`config.mk`:
```
export PLATFORM = sky130hd
export DESIGN_NAME = apb3_cmd_requester
export DESIGN_NICKNAME = d
export VERILOG_FILES = /design/src/rtl/apb3_cmd_requester_pkg.sv /design/src/rtl/apb3_cmd_requester_timeout_counter.sv /design/src/rtl/apb3_cmd_requester.sv
export SDC_FILE = /design/constraint.sdc
export NUM_CORES = 1
export LEC_CHECK = 0
export ABC_AREA = 1
export BUFFER_PORTS_ARGS = -buffer_cell sky130_fd_sc_hd__buf_2
export CAP_MARGIN = 0
export CORE_MARGIN = 3
export CORE_UTILIZATION = 48
export DETAILED_ROUTE_END_ITERATION = 16
export GPL_ROUTABILITY_DRIVEN = 0
export HOLD_SLACK_MARGIN = 0.12
export PLACE_DENSITY_LB_ADDON = 0.15
export SYNTH_ARGS = -nofsm -noshare
export SYNTH_HDL_FRONTEND = slang
export SYNTH_SLANG_ARGS = --single-unit
```
`constraint.sdc`:
```
create_clock -name CLK -period 4.3 [get_ports CLK]
set_input_delay 0.86 -clock CLK [delete_from_list [all_inputs] [get_ports CLK]]
set_output_delay 0.86 -clock CLK [all_outputs]
set_load 0.1 [all_outputs]
```
`src/rtl/apb3_cmd_requester_pkg.sv`:
```
// Shared types for the APB3 command requester: FSM states, the response record
// and the timeout-counter sizing helper.
package apb3_cmd_requester_pkg;

  // Response record is sized for the widest supported data bus; narrower
  // instances cast into and out of it.
  localparam int unsigned RspDataWidth = 64;

  typedef enum logic [1:0] {
    ST_IDLE   = 2'd0,
    ST_SETUP  = 2'd1,
    ST_ACCESS = 2'd2,
    ST_RESP   = 2'd3
  } apb3_state_e;

  typedef struct packed {
    logic [RspDataWidth-1:0] rdata;
    logic                    err;
    logic                    timeout;
  } apb3_rsp_t;

  // A disabled timeout (0 cycles) still needs a 1-bit counter to elaborate.
  function automatic int unsigned cnt_width(input int unsigned cycles);
    return (cycles == 0) ? 1 : $clog2(cycles + 1);
  endfunction

endpackage

```
`src/rtl/apb3_cmd_requester_timeout_counter.sv`:
```
// Saturating ACCESS-cycle counter; flags the cycle in which the limit is reached.
module apb3_timeout_counter #(
  parameter int unsigned Width = 11
) (
  input  logic             clk,
  input  logic             rst,
  input  logic             clear,
  input  logic             enable,
  input  logic [Width-1:0] limit,
  output logic             expired
);

  logic [Width-1:0] cnt;
  logic [Width:0]   cnt_inc;

  // expired looks one count ahead so the FSM can leave ACCESS on the same edge
  // that would bring the counter to the limit.
  assign cnt_inc = {1'b0, cnt} + 1'b1;
  assign expired = enable && (limit != '0) && (cnt_inc >= {1'b0, limit});

  always_ff @(posedge clk or posedge rst) begin
    if (rst) begin
      cnt <= '0;
    end else if (clear) begin
      cnt <= '0;
    end else if (enable && (cnt != limit)) begin
      cnt <= cnt + 1'b1;
    end
  end

endmodule

```
`src/rtl/apb3_cmd_requester.sv`:
```
// APB3 requester: one outstanding command at a time, turned into an APB3
// transfer and returned on a response stream, with a PREADY timeout.
//
// state  | meaning
// IDLE   | ready for a command; APB idle
// SETUP  | PSEL high, PENABLE low
// ACCESS | PSEL and PENABLE high; waiting for PREADY or timeout
// RESP   | response held until rsp_ready_i
module apb3_cmd_requester
  import apb3_cmd_requester_pkg::*;
#(
  parameter int unsigned AddrWidth     = 32,
  parameter int unsigned DataWidth     = 32,
  parameter int unsigned TimeoutCycles = 1024
) (
  input  logic                 CLK,
  input  logic                 RST,
  input  logic                 req_valid_i,
  output logic                 req_ready_o,
  input  logic [AddrWidth-1:0] req_addr_i,
  input  logic                 req_write_i,
  input  logic [DataWidth-1:0] req_wdata_i,
  output logic                 rsp_valid_o,
  input  logic                 rsp_ready_i,
  output logic [DataWidth-1:0] rsp_rdata_o,
  output logic                 rsp_err_o,
  output logic                 rsp_timeout_o,
  output logic [AddrWidth-1:0] PADDR,
  output logic [DataWidth-1:0] PWDATA,
  output logic                 PWRITE,
  output logic                 PSEL,
  output logic                 PENABLE,
  input  logic [DataWidth-1:0] PRDATA,
  input  logic                 PREADY,
  input  logic                 PSLVERR
);

  localparam int unsigned          CntWidth = cnt_width(TimeoutCycles);
  localparam logic [CntWidth-1:0] Limit    = CntWidth'(TimeoutCycles);

  apb3_state_e state;
  apb3_rsp_t   rsp_q;
  logic        accept;
  logic        expired;

  // Held low during reset so nothing can be accepted while outputs are cleared.
  assign req_ready_o = (state == ST_IDLE) && !RST;
  assign accept      = req_valid_i && req_ready_o;

  apb3_timeout_counter #(
    .Width (CntWidth)
  ) u_timeout (
    .clk     (CLK),
    .rst     (RST),
    .clear   (accept),
    .enable  (state == ST_ACCESS),
    .limit   (Limit),
    .expired (expired)
  );

  always_ff @(posedge CLK or posedge RST) begin
    if (RST) begin
      state       <= ST_IDLE;
      PADDR       <= '0;
      PWDATA      <= '0;
      PWRITE      <= 1'b0;
      PSEL        <= 1'b0;
      PENABLE     <= 1'b0;
      rsp_valid_o <= 1'b0;
      rsp_q       <= '0;
    end else begin
      case (state)
        ST_IDLE: begin
          if (accept) begin
            PADDR  <= req_addr_i;
            PWRITE <= req_write_i;
            PWDATA <= req_wdata_i;
            PSEL   <= 1'b1;
            state  <= ST_SETUP;
          end
        end
        ST_SETUP: begin
          PENABLE <= 1'b1;
          state   <= ST_ACCESS;
        end
        ST_ACCESS: begin
          if (PREADY) begin
            rsp_q.rdata   <= PWRITE ? '0 : RspDataWidth'(PRDATA);
            rsp_q.err     <= PSLVERR;
            rsp_q.timeout <= 1'b0;
            PSEL          <= 1'b0;
            PENABLE       <= 1'b0;
            rsp_valid_o   <= 1'b1;
            state         <= ST_RESP;
          end else if (expired) begin
            rsp_q.rdata   <= '0;
            rsp_q.err     <= 1'b1;
            rsp_q.timeout <= 1'b1;
            PSEL          <= 1'b0;
            PENABLE       <= 1'b0;
            rsp_valid_o   <= 1'b1;
            state         <= ST_RESP;
          end
        end
        ST_RESP: begin
          if (rsp_ready_i) begin
            rsp_valid_o <= 1'b0;
            state       <= ST_IDLE;
          end
        end
        default: state <= ST_IDLE;
      endcase
    end
  end

  assign rsp_rdata_o   = DataWidth'(rsp_q.rdata);
  assign rsp_err_o     = rsp_q.err;
  assign rsp_timeout_o = rsp_q.timeout;

endmodule

```
**After elaboration in Yosys (flattened, before gate mapping)**

Index checks and enable logic that the tools add are counted.

- Register bits: 115
- Input bits: 103
- Output and inout bits: 103
- Word-level logic and storage cells: 57

- Add/sub/neg operators: 2
- $lt $le $gt $ge: 1
- Equal/unequal tests: 7
- Multiplexer cells: 19
- Reductions and logical operators: 17

Operators with widths:

| cell | count |
|---|---|
| two-way mux 34 bit | 2 |
| two-way mux 32 bit | 1 |
| two-way mux 11 bit | 2 |
| adder 11 x 1 -> 12 bit (second input constant) | 1 |
| greater-or-equal comparator 12 x 11 -> 1 bit (second input constant) | 1 |
| adder 11 x 1 -> 11 bit (second input constant) | 1 |
| != test 11 bit (second input constant) | 1 |
| nonzero test 2 bit | 5 |
| AND reduction 3 bit | 3 |
| two-way mux 2 bit | 4 |
| one-hot mux 2 bit (4 select lines) | 1 |
| two-way mux 1 bit | 6 |
| one-hot mux 1 bit (2 select lines) | 3 |
| AND reduction 2 bit | 3 |
| == test 2 bit (second input constant) | 2 |
| logical AND 1 bit | 4 |
| != test 2 bit (second input constant) | 2 |
| != test 3 bit (second input constant) | 1 |
| == test 2 x 1 -> 1 bit (second input constant) | 1 |
| logical NOT 2 bit | 1 |
| logical NOT 1 bit | 1 |

**Logic depth before layout (Yosys ltp)**

Gate-level depths: netlist of run 1.

- Depth after elaboration: 6
- Depth in mapped cells: 12

**Modules after synthesis**

A second synthesis of run 1 with hierarchy kept.

- Cell total of the unflattened synthesis: 666
- Area total of the unflattened synthesis: 5386.4 sq um

Modules (own cells, without submodules):

| module | times used | cells each | area each (sq um) | sequential area each (sq um) |
|---|---|---|---|---|
| apb3_cmd_requester | 1 | 469 | 4172.8 | 2602.5 |
| apb3_timeout_counter | 1 | 197 | 1213.7 | 275.3 |

**Least setup slack after synthesis of run 1**

Ideal clock, no wire load.

- Path kind: input to register
- Start point: input RST
- End point: register PADDR[0]
- Setup time: 68 ps
- Arrival: 3163 ps
- Slack: 1069 ps
- Stages: 7
- Buffers on the path: 2
- Path through: nor2_1 > nand2_1 > inv_1 > buf_2 > buf_2 > nand2_1 > nand2_1

- Cells in the longest elaborated chain, start to end: 4

RTL lines:

| what | line | source |
|---|---|---|
| start, declared | apb3_cmd_requester.sv:17 | `input logic RST,` |
| logical NOT 1 bit (no line) | - |  |
| logical AND 1 bit | apb3_cmd_requester.sv:47 | `assign req_ready_o = (state == ST_IDLE) && !RST;` |
| logical AND 1 bit | apb3_cmd_requester.sv:48 | `assign accept = req_valid_i && req_ready_o;` |
| AND reduction 2 bit (no line) | - |  |
| end signal, assigned | apb3_cmd_requester.sv:75 | `PADDR <= req_addr_i;` |
| end, declared | apb3_cmd_requester.sv:28 | `output logic [AddrWidth-1:0] PADDR,` |

Every way passes these cells.
A chain may end at the register's enable or synchronous reset.

**Worst setup path after layout of run 1**

- Start point: register state[0]
- End point: output req_ready_o

- Cells in the longest elaborated chain, start to end: 2

RTL lines:

| what | line | source |
|---|---|---|
| start, declared | apb3_cmd_requester.sv:41 | `apb3_state_e state;` |
| start signal, assigned | apb3_cmd_requester.sv:63 | `state <= ST_IDLE;` |
| start signal, assigned | apb3_cmd_requester.sv:79 | `state <= ST_SETUP;` |
| start signal, assigned | apb3_cmd_requester.sv:84 | `state <= ST_ACCESS;` |
| logical NOT 2 bit | apb3_cmd_requester.sv:47 |  |
| logical AND 1 bit | apb3_cmd_requester.sv:47 |  |
| end, declared | apb3_cmd_requester.sv:19 | `output logic req_ready_o,` |

Every way passes these cells.

==> results of run 1 <==
[cell usage after synthesis, types with 4 or more instances]
cell      number
ha_1           5
nor2_1        14
inv_1         21
nand2_2       11
dfrtp_1      115
o21ai_0       11
nand4_1        4
clkbuf_1       7
a21oi_1        6
nand3_1       47
buf_2         10
nand2_1      285
xor2_1         8
[worst paths after layout]
kind	cells past startpoint	slack, ns	end
max in group asynchronous	3	2.95	rsp_rdata_o[2]$_DFFE_PP0P_
worst min-delay path	2	0.47	PADDR[8]$_DFFE_PP0P_
worst max-delay path	5	1.58	req_ready_o
worst max register to register	8	2.04	u_timeout.cnt[9]$_DFFE_PP0P_
worst min register to register	2	0.47	PADDR[8]$_DFFE_PP0P_
min in group asynchronous	2	0.50	PWDATA[31]$_DFFE_PP0P_
[layer usage]
layer | track usage | share of wire
met1 | 0.284 | 0.42
met2 | 0.348 | 0.48
met3 | 0.0674 | 0.080
met4 | 0.0877 | 0.019
met5 | 0 | 0
[registers in the layout, indices dropped and copies added, names as in the netlist]
| name | flops |
|---|---|
| PADDR | 32 |
| PENABLE | 1 |
| PSEL | 1 |
| PWDATA | 32 |
| PWRITE | 1 |
| rsp_err_o | 1 |
| rsp_rdata_o | 32 |
| rsp_timeout_o | 1 |
| rsp_valid_o | 1 |
| state | 2 |
| u_timeout.cnt | 11 |
[through the flow]
stage	utilization	setup slack, ns	instances	cell area [um^2]	hold slack [ns]
6_report	0.662	1.58	908	6500	0.471
2_1_floorplan	-	0.396	561	4870	0.469
3_3_place_gp	0.605	1.86	877	5940	0.451
5_1_grt	0.662	1.45	908	6500	0.488
4_1_cts	0.662	1.54	908	6500	0.472
3_5_place_dp	0.605	1.85	877	5940	0.459
[worst register-to-register path, cell delays in order (launching register included)]
cell and delay, ns:
dfrtp_1 0.37, inv_1 0.07, ha_1 0.23, inv_1 0.11
nor2_1 0.07, nand2_2 0.07, buf_4 0.63, nand2_1 0.38
o21ai_0 0.24
[area by class of cell]
type,instances,area share
Clock buffer,18,0.0643
Clock inverter,13,0.0214
Timing Repair Buffer,208,0.161
Inverter,22,0.0143
Multi-Input combinational cell,399,0.270
Sequential cell,115,0.443
Tap cell,133,0.0256
[logic make-up (layout without fill, tap and decap cells)]
family | count (synthesis) | in the layout | synth area share
fa+ha+maj | 5 | 5 | 0.0128
xor+xnor | 8 | 8 | 0.0144
simple gates | 369 | 369 | 0.314
flops | 115 | 115 | 0.591
buf+inv | 47 | 261 | 0.0506
compound gates | 17 | 17 | 0.0175
==> results.txt, run 1 <==
Buffers on Ports - 205
fill cell count - 848
Main synth FF type - dfrtp_1
CP arrival - 1.86 ns
row count - 36
critical path required time - 3.44 ns
largest net degree at the start of global routing - 79
Max Clk Rate - 0.367 GHz
Post-route DRC - 0
cts hold-fix bufs - 0
Slew HR - 0.121
slowest stage cell, crit path - buf_2
crit-path max FO - 3
vias in the first global route - 4161
# IOs - 206
crit share post-route - 0.633
Crit. Startpoint - state[0]$_DFFE_PP0P_
commonest cells after routing, fill and taps aside - nand2_1, buf_2, dfrtp_1
Mapped Area - 0.00487 mm^2
clock skew - 0.00587 ns
Synth Register Bits - 115
Synth Warn # - 0
via density per instance - 4.74
unrepaired setup endpoints after global routing - false
Starting Density - 0.496
EDFF count, synth - 0
final wirelength - 12.3 mm
hpwl dp - 8.63 mm
endpoints failing setup - 0
CTS Sinks - 115
initial antenna violation count - 0
sum of negative setup slack - 0 ns
cell count after synthesis - 561
status - finished clean
asr flop ratio synth - 1.00
die height - 107 um
number of H-tree levels - 4
CP Capture Type - output pin
Yosys top cell by area - dfrtp_1
final hold vios - 0
proportion of layout cells with a drive suffix above 1 - 0.337
Layout area overhead - 33.3%
CTS Root Cell - clkbuf_8
Die Width - 107 um
actual slew at the worst max-slew pin - 1.32 ns
Overall Global Routing Usage - 0.220
most common cell after layout, fill and taps aside - nand2_1
cell mode on critical path - inv_1
MaxCap Viol Count - 0
drt pass-1 iters - 4
number of setup buffers added after CTS - 0
DRT iter0 DRCs - 252
synth unique cells - 25
average size of a mapped cell - 8.69 um^2
Detail Route Antenna Nets - 0
CP Launch Type - flip-flop
register area share after synthesis - 0.591
crit path kind - reg -> out
Max stage delay on crit path - 0.45 ns
worst skew pair latency - 0.50 ns
nets - 871
WP buf/inv - 3
Final Critical Period - 2.72 ns
Avg WL per Cell - 13.6 um
vias - 4308
clk slew on worst S/H paths - 0.05 ns
die area - 0.0114 mm^2
core area - 0.00982 mm^2
min-delay src - PADDR[8]$_DFFE_PP0P_
clock tree from TritonCTS - done
PostCTS Resize Cnt - 0
CP top delay family - buffers and inverters
Multi-input gate area - 0.00175 mm^2
worst r2r src - state[0]$_DFFE_PP0P_
CTS buffer count - 17
Max Slew Vio Count - 0
Clock Path Buffers - 2
Synthesized Nets - 669
Antenna Cells - 0
GRT overflow - 0
ranking of synthesized cells by area - dfrtp_1, nand2_1, nand3_1
crit-path cells - inv_1, ha_1, inv_1, nor2_1, buf_2
Synth top area share - 0.591
Hold Crit Class - reg -> reg
first-pass GRT wire length - 19.8 mm
sequential cell area - 0.00288 mm^2
Power of run 1 is left out: the tool's default activity adds up to more than one toggle a clock period on the data nets, which glitch-free logic cannot reach.
==> inputs of run 2 (changes only) <==
--- a/config.mk
+++ b/config.mk
@@ -5,11 +5,11 @@
 export SDC_FILE = /design/constraint.sdc
 export NUM_CORES = 1
 export LEC_CHECK = 0
-export ABC_AREA = 1
+export ABC_AREA = 0
 export BUFFER_PORTS_ARGS = -buffer_cell sky130_fd_sc_hd__buf_2
 export CAP_MARGIN = 0
 export CORE_MARGIN = 3
-export CORE_UTILIZATION = 48
+export CORE_UTILIZATION = 43
 export DETAILED_ROUTE_END_ITERATION = 16
 export GPL_ROUTABILITY_DRIVEN = 0
 export HOLD_SLACK_MARGIN = 0.12
==> constraint.sdc (replaced) <==
create_clock -name CLK -period 2.2 [get_ports CLK]
set_input_delay 0.44 -clock CLK [delete_from_list [all_inputs] [get_ports CLK]]
set_output_delay 0.44 -clock CLK [all_outputs]
set_load 0.1 [all_outputs]
==> run 2 against run 1 <==
Net effect: worst hold slack got worse by 0.33 ns; first-iteration DRC count rose by 32%; sequential cell count did not move; clock skew grew 0.0065 ns; sequential share of layout area fell by 2.1 points; synthesized cell count shrank 17%; core utilization shrank 0.93 points; via count fell by 3.7%; routed wire length increased by 1.5%; critical endpoint unchanged.
==> results.txt, run 2 <==
Post-route DRC - 0
Clock Path Buffers - 2
largest family of logic cells by synthesized area - simple AND/OR/NAND/NOR gates
final wirelength - 12.5 mm
final hold vios - 0
via density per instance - 4.88
Crit. Startpoint - state[0]$_DFFE_PP0P_
nets - 809
worst skew pair latency - 0.49 ns
initial antenna violation count - 0
MaxCap Viol Count - 0
CTS Sinks - 115
fill cell count - 852
first-pass GRT wire length - 19.7 mm
WP buf/inv - 2
register area share after synthesis - 0.615
Yosys top cell by area - dfrtp_1
Synth top area share - 0.615
GRT overflow - 0
critical path required time - 1.76 ns
Max Slew Vio Count - 0
crit path capture - req_ready_o
largest net degree at the start of global routing - 68
Overall Global Routing Usage - 0.206
Simple-Gate Fraction of Synth Area - 0.210
Final Critical Period - 2.07 ns
Detail Route Antenna Nets - 0
Commonest cells post-synth - nand2_1, dfrtp_1, a22o_2
Buffers on Ports - 205
CTS Root Cell - clkbuf_8
DRT iter0 DRCs - 333
status - finished clean
placed cell count - 792
crit-path max FO - 5
Max stage delay on crit path - 0.38 ns
Synthesized Nets - 571
Antenna Cells - 0
R2R Setup Slk - 0.20 ns
average size of a mapped cell - 10.1 um^2
core area - 0.0105 mm^2
CTS buffer count - 17
Slew HR - 0.667
post-synthesis compound-gate area fraction - 0.111
Hold Crit Class - in -> reg
XOR/XNOR Fraction of Synth Area - 0.0112
clk slew on worst S/H paths - 0.06 ns
endpoints failing setup - 0
clock tree from TritonCTS - done
cells on worst reg2reg path - 5
Final Cell Area - 0.00682 mm^2
CP arrival - 1.63 ns
Synth Warn # - 0
vias - 4148
commonest cells after routing, fill and taps aside - buf_2, nand2_1, dfrtp_1
Final Hold Slack - 0.138 ns
Synth Register Bits - 115
Starting Density - 0.447
Critical Path Stages - 4
proportion of layout cells with a drive suffix above 1 - 0.409
Avg WL per Cell - 14.7 um
CP Capture Type - output pin
worst r2r src - u_timeout.cnt[0]$_DFFE_PP0P_
crit share post-route - 0.942
cell count after synthesis - 463
ranking of synthesized cells by area - dfrtp_1, nand2_1, a22o_2
die area - 0.0122 mm^2
Main synth FF type - dfrtp_1
# IOs - 206
crit-path cells - inv_1, ha_2, nor2b_4, buf_6
placed cell area - 0.00592 mm^2
top-count cell post-synth - nand2_1
crit path kind - reg -> out
Die Width - 110 um
post-route insts no fill - 850
clock skew - 0.0124 ns
Mapped Area - 0.00468 mm^2
die height - 110 um
EDFF count, synth - 0
unrepaired setup endpoints after global routing - false
slowest stage cell, crit path - dfrtp_1
row count - 37
Critical R2R Capture - state[1]$_DFFE_PP0P_
Synth Area in Adders - 0.0134
hpwl dp - 8.58 mm
sum of negative setup slack - 0 ns
most common cell after layout, fill and taps aside - buf_2
drt pass-1 iters - 4
multiplexer share of the synthesized area - 0.00455
Max Clk Rate - 0.483 GHz
asr flop ratio synth - 1.00
actual slew at the worst max-slew pin - 0.498 ns
CP Launch Type - flip-flop
Layout area overhead - 45.9%
vias in the first global route - 4059
CP top delay family - flip-flops
synth unique cells - 43
number of H-tree levels - 4
-- run 2: repair_timing --
action | 4_1_cts | 5_1_grt
hold endpoints to repair | 43 | 0
hold buffers | 26 | 0
gates resized for setup | 1 | 3
setup endpoints to repair | 1 | 2
buffers inserted | 0 | 0
-- run 2: area by class of cell --
cell class	instances	area, um^2	share of cell area
multi-input combinational	314	1650	0.242
sequential	115	2880	0.422
inverter	8	33.8	0.00495
clock buffer	18	428	0.0627
tap	136	170	0.0249
timing repair buffer	245	1460	0.214
clock inverter	14	200	0.0293
-- run 2: routing by layer --
metal  GRT usage  wire length [um]
met1       0.261              5220
met4      0.0730               158
met3      0.0705              1340
met5           0                 0
met2       0.328              5810
-- run 2: kinds of logic after synthesis --
kind of cell,Yosys count
AND/OR/NAND/NOR,240
multiplexers,2
buffers and inverters,34
XOR/XNOR,6
AO/OA/AOI/OAI,61
flip-flops,115
adder cells (fa/ha/maj),5
-- run 2: worst min-delay path by stage --
| stage | startpoint | endpoint | slack, ns | cells past startpoint |
|---|---|---|---|---|
| global route | req_addr_i[10] | PADDR[10]$_DFFE_PP0P_ | 0.12 | 3 |
| finish | req_wdata_i[10] | PWDATA[10]$_DFFE_PP0P_ | 0.14 | 3 |
| detailed placement | PWDATA[25]$_DFFE_PP0P_ | PWDATA[25]$_DFFE_PP0P_ | 0.46 | 2 |
| floorplan | state[0]$_DFFE_PP0P_ | state[0]$_DFFE_PP0P_ | 0.53 | 2 |
| global placement | PADDR[9]$_DFFE_PP0P_ | PADDR[9]$_DFFE_PP0P_ | 0.45 | 2 |
| CTS | req_wdata_i[20] | PWDATA[20]$_DFFE_PP0P_ | 0.12 | 3 |
-- run 2: per-stage QoR --
| step | worst slack, ns | util |
|---|---|---|
| 5_1_grt | 0.0271 | 0.652 |
| 3_3_place_gp | 0.163 | 0.566 |
| 2_1_floorplan | 0.00680 | - |
| 3_5_place_dp | 0.107 | 0.566 |
| 6_report | 0.128 | 0.652 |
| 4_1_cts | 0.000872 | 0.651 |
-- run 2: worst register-to-register path: cells and delay by family (launching register included) --
kind	cells	cell delay (ns)
and+or+nand+nor	2	0.65
DFF	1	0.42
muxes	1	0.37
AOI/OAI and AO/OA	1	0.25
adders and majority gates	1	0.20
Power of run 2 is left out for the same reason.
